===== src/rtl/uart_frame_receiver.sv =====
// uart_frame_receiver
//   Collects the fixed 8-byte command frame from the UART byte stream and
//   presents it as opcode / address / data behind a valid/ready handshake.
//   A partial frame is thrown away after an idle gap of TIMEOUT_BYTES
//   byte-times so the link resynchronises by itself.
//
// Ports
//   i_clock        system clock, rising edge
//   i_n_reset      asynchronous active-low reset
//   i_rx_done      one-cycle "byte available" pulse from the UART receiver
//   i_rx_data      received byte, valid with i_rx_done
//   i_frame_ready  consumer takes the presented frame
//   o_frame_valid  a frame is held on the outputs
//   o_opcode       frame bytes 0-1 (big-endian)
//   o_addr         frame bytes 2-3 (big-endian)
//   o_data         frame bytes 4-7 (big-endian)
//   o_busy         a partial frame is being collected
//   o_timeout      one-cycle pulse: partial frame discarded
//   o_overrun      one-cycle pulse: completed frame dropped, output occupied
module uart_frame_receiver #(
  parameter int UART_HZ       = 50000000,
  parameter int BAUDRATE      = 115200,
  parameter int TIMEOUT_BYTES = 2
) (
  input  logic        i_clock,
  input  logic        i_n_reset,
  input  logic        i_rx_done,
  input  logic [7:0]  i_rx_data,
  input  logic        i_frame_ready,
  output logic        o_frame_valid,
  output logic [15:0] o_opcode,
  output logic [15:0] o_addr,
  output logic [31:0] o_data,
  output logic        o_busy,
  output logic        o_timeout,
  output logic        o_overrun
);

  localparam int BYTE_CYCLES    = (UART_HZ / BAUDRATE) * 10;
  localparam int TIMEOUT_CYCLES = TIMEOUT_BYTES * BYTE_CYCLES;
  localparam int TW             = (TIMEOUT_CYCLES > 1) ? $clog2(TIMEOUT_CYCLES) : 1;

  // Counter value seen on the edge where the idle gap expires.
  localparam logic [TW-1:0] TO_LAST = TW'(TIMEOUT_CYCLES - 1);

  localparam logic [0:0] IDLE    = 1'b0;
  localparam logic [0:0] COLLECT = 1'b1;

  logic [0:0]    state;
  logic [2:0]    count;
  logic [TW-1:0] to_cnt;
  logic [55:0]   sr;
  logic [63:0]   frame_word;
  logic          slot_free;

  // Seven bytes already shifted in plus the byte arriving now.
  assign frame_word = {sr, i_rx_data};

  // The slot can take a new frame if empty or being emptied this cycle.
  assign slot_free  = !o_frame_valid || i_frame_ready;

  assign o_busy     = (state == COLLECT);

  always_ff @(posedge i_clock or negedge i_n_reset) begin
    if (!i_n_reset) begin
      state         <= IDLE;
      count         <= 3'd0;
      to_cnt        <= '0;
      sr            <= '0;
      o_frame_valid <= 1'b0;
      o_opcode      <= '0;
      o_addr        <= '0;
      o_data        <= '0;
      o_timeout     <= 1'b0;
      o_overrun     <= 1'b0;
    end else begin
      o_timeout <= 1'b0;
      o_overrun <= 1'b0;

      // Consumer handshake; a frame completing below may re-set valid.
      if (o_frame_valid && i_frame_ready)
        o_frame_valid <= 1'b0;

      case (state)
        IDLE: begin
          to_cnt <= '0;
          if (i_rx_done) begin
            sr    <= {sr[47:0], i_rx_data};
            count <= 3'd1;
            state <= COLLECT;
          end
        end

        COLLECT: begin
          if (i_rx_done) begin
            // A byte always beats an expiring gap.
            sr     <= {sr[47:0], i_rx_data};
            to_cnt <= '0;
            if (count == 3'd7) begin
              count <= 3'd0;
              state <= IDLE;
              if (slot_free) begin
                o_opcode      <= frame_word[63:48];
                o_addr        <= frame_word[47:32];
                o_data        <= frame_word[31:0];
                o_frame_valid <= 1'b1;
              end else begin
                o_overrun <= 1'b1;
              end
            end else begin
              count <= count + 3'd1;
            end
          end else if (to_cnt == TO_LAST) begin
            o_timeout <= 1'b1;
            count     <= 3'd0;
            to_cnt    <= '0;
            state     <= IDLE;
          end else begin
            to_cnt <= to_cnt + TW'(1);
          end
        end

        default: begin
          state  <= IDLE;
          count  <= 3'd0;
          to_cnt <= '0;
        end
      endcase
    end
  end

endmodule


===== config.mk =====
export PLATFORM = sky130hd
export DESIGN_NAME = uart_frame_receiver
export DESIGN_NICKNAME = d
export VERILOG_FILES = /design/src/rtl/uart_frame_receiver.sv
export SDC_FILE = /design/constraint.sdc
export NUM_CORES = 1
export LEC_CHECK = 0
export BUFFER_PORTS_ARGS = -buffer_cell sky130_fd_sc_hd__buf_2
export CAP_MARGIN = 10
export CORE_AREA = 4 4 105 97
export CTS_CLUSTER_DIAMETER = 80
export DETAILED_ROUTE_END_ITERATION = 10
export DIE_AREA = 0 0 109 101
export GPL_TIMING_DRIVEN = 0
export PLACE_DENSITY = 0.83
export SKIP_LAST_GASP = 1
export SYNTH_ARGS = -nofsm -noshare
export SYNTH_HDL_FRONTEND = slang
export SYNTH_SLANG_ARGS = --single-unit

===== constraint.sdc =====
create_clock -name i_clock -period 4.1 [get_ports i_clock]
set_input_delay 0.205 -clock i_clock [delete_from_list [all_inputs] [get_ports i_clock]]
set_output_delay 0.205 -clock i_clock [all_outputs]
set_load 0.05 [all_outputs]

== After elaboration in Yosys (flattened, before gate mapping) ==
Index checks and enable logic that the tools add are counted.

* Bits in registers: 141
* Word-level logic and storage cells: 48
* Input bits: 12
* Output and inout bits: 68

* Reductions and logical operators: 5
* Multiplexer cells: 26
* Bitwise gates (word level): 1
* Add/subtract/negate cells: 2
* Eq/ne operators: 4

{| class="wikitable"
|+ Operator list
! operator !! number
|-
| two-way mux 56 bit || 1
|-
| two-way mux 14 bit || 2
|-
| case mux 14 bit (2 select lines) || 1
|-
| two-way mux 1 bit || 16
|-
| adder 14 x 1 -> 14 bit, second input constant || 1
|-
| equality test 14 bit, second input constant || 1
|-
| two-way mux 3 bit || 4
|-
| case mux 3 bit (2 select lines) || 1
|-
| AND reduction 4 bit || 1
|-
| adder 3 x 1 -> 3 bit, second input constant || 1
|-
| equality test 3 bit, second input constant || 1
|-
| != test 3 x 2 -> 1 bit, second input constant || 1
|-
| != test 2 bit, second input constant || 1
|-
| case mux 1 bit (2 select lines) || 1
|-
| AND reduction 2 bit || 1
|-
| logical AND 1 bit || 1
|-
| zero test 1 bit || 1
|-
| logical OR 1 bit || 1
|-
| NOT 1 bit || 1
|}

== Depth between registers and ports, before layout ==
Gate-level depths: netlist of run 1.

* Depth in word-level cells: 6
* Gate-level depth with buffers: 7
* Depth with buffers taken out: 5

== Worst setup path before layout of run 1 ==
No wires, ideal clock.

* Kind: reg2reg
* From: register state (netlist: o_busy)
* To: register o_data[0]
* Data required time: 3.975 ns
* Period minus slack after synthesis: 1.813 ns
* Arrival time: 1.688 ns
* Cell stages (with the launch flop): 6
* Setup time: 0.125 ns
* Path slack: 2.287 ns
* Buffers on the path: 2
* Cells stage by stage: dfrtp_1 -> nand3_1 -> nor2b_1 -> buf_4 -> buf_8 -> mux2_2

* Cells in the longest elaborated chain, start to end: 1

{| class="wikitable"
|+ RTL lines
! what !! RTL line !! source
|-
| from (decl) || 49 || <nowiki>logic [0:0] state;</nowiki>
|-
| from (signal assigned) || 66 || <nowiki>state <= IDLE;</nowiki>
|-
| from (signal assigned) || 90 || <nowiki>state <= COLLECT;</nowiki>
|-
| from (signal assigned) || 101 || <nowiki>state <= IDLE;</nowiki>
|-
| AND reduction 4 bit (no source line) || -- ||
|-
| to (signal assigned) || 105 || <nowiki>o_data <= frame_word[31:0];</nowiki>
|-
| to (decl) || 33 || <nowiki>output logic [31:0] o_data,</nowiki>
|}

Every way passes these cells.
A chain may end at the register's enable or synchronous reset.

== Worst setup path after layout of run 1 ==
* From: register count[0]
* To: register o_opcode[14]

* Cells in the longest elaborated chain, start to end: 2

{| class="wikitable"
|+ RTL lines
! what !! RTL line !! source
|-
| from (decl) || 50 || <nowiki>logic [2:0] count;</nowiki>
|-
| from (signal assigned) || 111 || <nowiki>count <= count + 3'd1;</nowiki>
|-
| equality test 3 bit || 99 || <nowiki>if (count == 3'd7) begin</nowiki>
|-
| AND reduction 4 bit (no source line) || -- ||
|-
| to (signal assigned) || 103 || <nowiki>o_opcode <= frame_word[63:48];</nowiki>
|-
| to (decl) || 31 || <nowiki>output logic [15:0] o_opcode,</nowiki>
|}

Every way passes these cells.

==> impl_metrics.toml, run 1 <==
[worst_setup_path]
r2r_slack_ps = 2130
worst-setup-path-type = "register to register"
startpoint_type = "register"
path_max_fanout = 10
r2r_start = "count[0]$_DFFE_PN0P_"
r2r-end = "o_opcode[14]$_DFFE_PN0P_"
cp_data_arrival_time_ps = 2370
ff2ff_path_depth = 7
cp.required_ps = 4500
endpoint_kind = "register"

[sta]
worst_pin_slew_ps = 584
min_period_over_period_pct = 47.9
whs_ps = 248
finalMaxSlewViolations = 0
slew-limit-headroom_pct = 61.1
setup_viol = 0
skew_ps = 7.81
min_period_ps = 1970
rsz0062_at_grt = "no"
fin_tns_setup_ps = 0
fin_ws_ps = 2130
hold_violations = 0
clock.fmax_mhz = 509

[die]
start_util_pct = 60.3
chipWidth_um = 109
dieArea_sq_um = 11000
die-height_um = 101
core-area_sq_um = 9040
rows = 33
io_pins = 80

[grt]
gr-total-overflow = 0
grt_util_all_layers_pct = 21.8
antenna_found_initial = 0
grt_max_degree = 79
grt_pass1_vias = 3486
grt_pass1_wl_mm = 18.0

[routing]
drtIter0Drc = 96
wl_met1_mm = 4.64
drc = 0
routed_wl_mm = 10.9
wl_met2_mm = 5.48
routed-wl-met3_um = 521
top_layer_used = "met4"
vias_per_cell = 5.34
num_vias = 3184
first_pass_iters = 6
ant_nets = 0
wl_per_cell_um = 18.2

[clocking]
cts_tree = "done"
path_clk_slew_ps = 60
post-cts-setup-buffers = 0
postCtsResizedCells = 0
clock-sinks = 141
cts-root-buf = "clkbuf_8"
h-tree-depth = 4
cts.path.max_buffers = 2
ctsHoldBuffers = 12
numCtsBuffers = 17
insertion_delay_ps = 520

[power]
powerDensity_nw_per_um2 = 764
ir_drop_mv = 0.588
leakagePower_nw = 3.24
power_mw = 5.15

[finish]
diodes = 0
areaGrowthSynthToFinish_pct = 23.7
fin_cells = 596
final_layout_size_suffix_gt1_share_pct = 51.5
layout.nets = 478
stdcell_area_sq_um = 6750
final_util_pct = 74.6

[logic_synthesis]
syn_area_per_cell_sq_um = 15.5
synth_cell_type_count = 25
synth-seq-area-share_pct = 64.7
synth_top_area_cell = "dfrtp_1"
yosys_warnings = 0
yosysTopAreaCellShare_pct = 64.7
netlist_top_cells_area = "dfrtp_1 65%, mux2_2 25%, buf_8 1.7%"
synth_nets = 367
synth_seq_cells = 141
netlist_area_sq_um = 5450
synthCells = 352

[placed_design]
hpwl_mm = 6.81
place_area_sq_um = 6040
numPortBuffers = 79
dp_cells = 554
gp_congestion = 0.760
place_ws_ps = 2150

[status]
status = "completed"

[worst_hold_path]
hold_class = "input pin to asynchronous set/reset pin"

[job]
cap_violations = 0
-- synth_stat cells, drive strengths merged --
cell    instances
nor2b           1
buf            14
nand2b          5
and4            1
ha              3
xor2            3
nor3            4
mux2          120
xnor2           8
clkbuf          1
nor4            2
nand4           5
o21ai           1
a31o            1
nand2           8
nand3           6
a21oi           3
nor4b           1
and2            1
inv             3
dfrtp         141
nor2           19
o211ai          1
-- report_power, final --
part / switching [mW] / internal, mW / total (mW)
Clock: 0.567 / 0.977 / 1.54
Sequential: 0.250 / 1.77 / 2.02
Combinational: 1.11 / 0.480 / 1.59
-- placed cells by master (no fill, tap or decap), types with 2 or more instances in the layout --
cell,n
mux2_2,120
buf_8,6
clkinv_2,4
nand4_1,5
bufinv_16,4
clkbuf_16,16
nor4_1,2
nand2_1,8
nand2b_1,5
clkinvlp_4,3
nand3_1,6
xnor2_1,8
inv_1,3
buf_2,85
ha_1,3
xor2_1,3
dfrtp_1,141
clkbuf_1,2
a21oi_1,3
dlygate4sd3_1,12
nor3_1,4
nor2_1,19
-- layout make-up --
| cell class | count | area [sq um] |
|---|---|---|
| repair buffers | 92 | 549 |
| well taps | 122 | 153 |
| flip-flops and latches | 141 | 3530 |
| multi-input cells | 193 | 1780 |
| inverters | 3 | 11.3 |
| clock buffers | 18 | 418 |
| fillers | 548 | 2300 |
| clock inverters | 12 | 171 |
| plain buffers | 15 | 136 |
-- metal layers --
metal | vias to the layer above | track usage, %
met2 | 77 | 35.7
li1 | 1452 | -
met4 | 0 | 7.77
met3 | 19 | 5.96
met1 | 1636 | 28.2
met5 | - | 0
-- critical path, stage by stage (launching register included) --
cell	delay (ps)
dfrtp_1	360
ha_1	160
ha_1	200
nand3_1	130
nor2b_1	180
buf_4	260
buf_8	190
mux2_2	350
-- logic make-up after synthesis --
kind of cell | share of synthesized area [%]
adders and majority gates | 0.688
AOI/OAI and AO/OA | 0.665
buffers and inverters | 2.71
and+or+nand+nor | 4.70
DFF | 64.7
xor gates and xnor gates | 1.77
muxes | 24.8
-- flip-flops by register name, indices dropped and copies added, names as in the netlist --
signal,cells
o_busy,1
o_addr,16
o_opcode,16
o_data,32
o_timeout,1
sr,56
count,3
to_cnt,14
o_overrun,1
o_frame_valid,1
-- worst max-delay path by stage --
stage | start | endpoint | slack, ps
2_1_floorplan | o_busy$_DFF_PN0_ | o_data[0]$_DFFE_PN0P_ | 2290
3_3_place_gp | i_n_reset | o_addr[12]$_DFFE_PN0P_ | 1020
3_5_place_dp | count[0]$_DFFE_PN0P_ | o_opcode[14]$_DFFE_PN0P_ | 2150
4_1_cts | count[0]$_DFFE_PN0P_ | o_opcode[14]$_DFFE_PN0P_ | 2130
5_1_grt | count[1]$_DFFE_PN0P_ | o_opcode[14]$_DFFE_PN0P_ | 1980
6_report | count[0]$_DFFE_PN0P_ | o_opcode[14]$_DFFE_PN0P_ | 2130
Power figures use the tool's default switching activity.
==> inputs of run 2 (changes only) <==
Settings changed: CORE_AREA 4 4 105 97 to 4 4 110 101, DIE_AREA 0 0 109 101 to 0 0 114 105, PLACE_DENSITY 0.83 to 0.77.
Clock period 4.1 ns to 1.9 ns, I/O delays scaled along.
==> run 2 against run 1 <==
  * The flow now finishes with violations (hold timing)
  * Via count is 0.69% higher
  * Global-route usage decreased by 3.0 points
  * Sequential power grew 110%
  * Critical path type unchanged
  * Critical endpoint is now o_addr[9]$_DFFE_PN0P_
==> impl_metrics.toml, run 2 (synthesis gave the netlist of run 1 again) <==
[worst_setup_path]
startpoint_type = "register"
cp_num_buf_inv = 2
max_stage_delay_ps = 370
cp_data_arrival_time_ps = 2100
worst-setup-path-type = "register to register"
cpMaxStageDelayCell = "dfrtp_1"
path_cells = "ha_1 > ha_2 > nand3_2 > nor2b_4 > buf_4 > buf_8 > mux2_2"
r2r_slack_ps = 90
path_max_fanout = 10
crit_family = "flip-flops"
endpoint_kind = "register"
cp.required_ps = 2190

[job]
cap_violations = 0

[clocking]
path_clk_slew_ps = 60
cts_tree = "done"
insertion_delay_ps = 410
cts-root-buf = "clkbuf_16"
numCtsBuffers = 17
clock-sinks = 141
h-tree-depth = 4
cts.path.max_buffers = 2

[routing]
drc = 0
vias_per_cell = 5.29
routed_wl_mm = 10.3
num_vias = 3206
wl_per_cell_um = 17.0
first_pass_iters = 4
ant_nets = 0
drtIter0Drc = 158

[grt]
gr-total-overflow = 0
grt_util_all_layers_pct = 18.8
antenna_found_initial = 0
grt_pass1_vias = 3444
grt_max_degree = 82
grt_pass1_wl_mm = 17.5

[finish]
final_cell_mix = "141 x dfrtp_1, 120 x mux2_2, 85 x buf_2, 19 x nor2_1, 17 x clkbuf_16"
regMostFlops = "sr"
largest_register_ffs = 56
final_util_pct = 67.4
final_common_cell = "dfrtp_1"
areaGrowthSynthToFinish_pct = 24.4
reg.largest.list = "sr (56), o_data (32)"
fillerInstances = 746
diodes = 0
final_layout_size_suffix_gt1_share_pct = 53.0
fin_cells = 606
layout.nets = 479

[placed_design]
hpwl_mm = 6.81
gp_congestion = 0.744
numPortBuffers = 79
dp_cells = 561

[sta]
skew_ps = 6.60
whs_ps = -5.72
rsz0062_at_grt = "no"
min_period_over_period_pct = 95.1
clock.fmax_mhz = 553
min_period_ps = 1810
worst_pin_slew_ps = 568
finalMaxSlewViolations = 0
hold_violations = 2
slew-limit-headroom_pct = 62.1
setup_viol = 0

[die]
dieArea_sq_um = 12000
start_util_pct = 54.1
die-height_um = 105
core-area_sq_um = 10100
rows = 35
io_pins = 80
chipWidth_um = 114

[power]
leakagePower_nw = 3.27
ir_drop_mv = 1.02
powerDensity_nw_per_um2 = 1630

[status]
status = "complete, but fails checks"
failed_checks = "hold timing"

[worst_hold_path]
hold_class = "input pin to register"
-- run 2: cell types whose count changed in the layout (fill, tap and decap cells not counted), sizes merged --
| cell | previous run | this run |
|---|---|---|
| inv | 4 | 16 |
| clkinv | 4 | 0 |
| buf | 94 | 97 |
| bufinv | 4 | 1 |
| clkinvlp | 3 | 1 |
| dlygate4sd3 | 12 | 10 |
| clkbuf | 19 | 18 |
-- run 2: worst paths after layout --
path	cells past startpoint	startpoint	end
worst max-delay path	7	count[0]$_DFFE_PN0P_	o_addr[9]$_DFFE_PN0P_
worst min-delay path	3	i_rx_done	o_overrun$_DFF_PN0_
worst max register to register	7	count[0]$_DFFE_PN0P_	o_addr[9]$_DFFE_PN0P_
worst min register to register	1	to_cnt[0]$_DFF_PN0_	to_cnt[0]$_DFF_PN0_
max in group asynchronous	3	i_n_reset	sr[13]$_DFFE_PN0P_
min in group asynchronous	2	i_n_reset	to_cnt[10]$_DFF_PN0_
-- run 2: area by class of cell --
cell class / instances / area [sq um] / share of cell area, %
Clock inverter: 15 / 164 / 2.42
Multi-Input combinational cell: 193 / 1790 / 26.4
Timing Repair Buffer: 93 / 552 / 8.13
Sequential cell: 141 / 3530 / 52.0
Clock buffer: 17 / 425 / 6.27
Buffer: 15 / 149 / 2.19
Tap cell: 129 / 161 / 2.38
Inverter: 3 / 11.3 / 0.166
-- run 2: timing repair --
action                                  CTS  global route
endpoints found under the setup margin   60            60
hold buffers                             10             0
buffers inserted                          0             2
hold endpoints to repair                 78             0
gates resized for setup                   2             7
cloned                                    0             1
-- run 2: routing by layer --
| layer | vias up | GRT usage [%] | part of all wire, % |
|---|---|---|---|
| met1 | 1666 | 24.9 | 44 |
| met2 | 67 | 29.3 | 50 |
| met5 | - | 0 | 0 |
| met3 | 13 | 6.25 | 4.9 |
| met4 | 0 | 6.02 | 1.5 |
| li1 | 1460 | - | - |
-- run 2: power by group --
group / internal [mW] / switching [mW] / total (mW)
logic: 1.04 / 2.36 / 3.40
clock network: 1.88 / 1.42 / 3.30
registers: 3.82 / 0.506 / 4.32
-- run 2: worst register-to-register path: stages (launching register included) --
cell     delay (ps)
dfrtp_1         370
ha_1            160
ha_2            190
nand3_2         120
nor2b_4         180
buf_4           180
buf_8           150
mux2_2          330
-- run 2: metrics by stage --
| step | setup slack, ps | instance area [sq um] | setup TNS (ps) | total power [mW] |
|---|---|---|---|---|
| 4_1_cts | 2.68 | 6740 | 0 | 11.1 |
| 6_report | 92.3 | 6780 | 0 | 11.0 |
| 5_1_grt | 6.36 | 6780 | 0 | 11.5 |
| 3_3_place_gp | -1120 | 6010 | -156420 | 7.66 |
| 2_1_floorplan | 87.2 | 5450 | 0 | 6.85 |
| 3_5_place_dp | -51.0 | 6040 | -1060 | 7.77 |
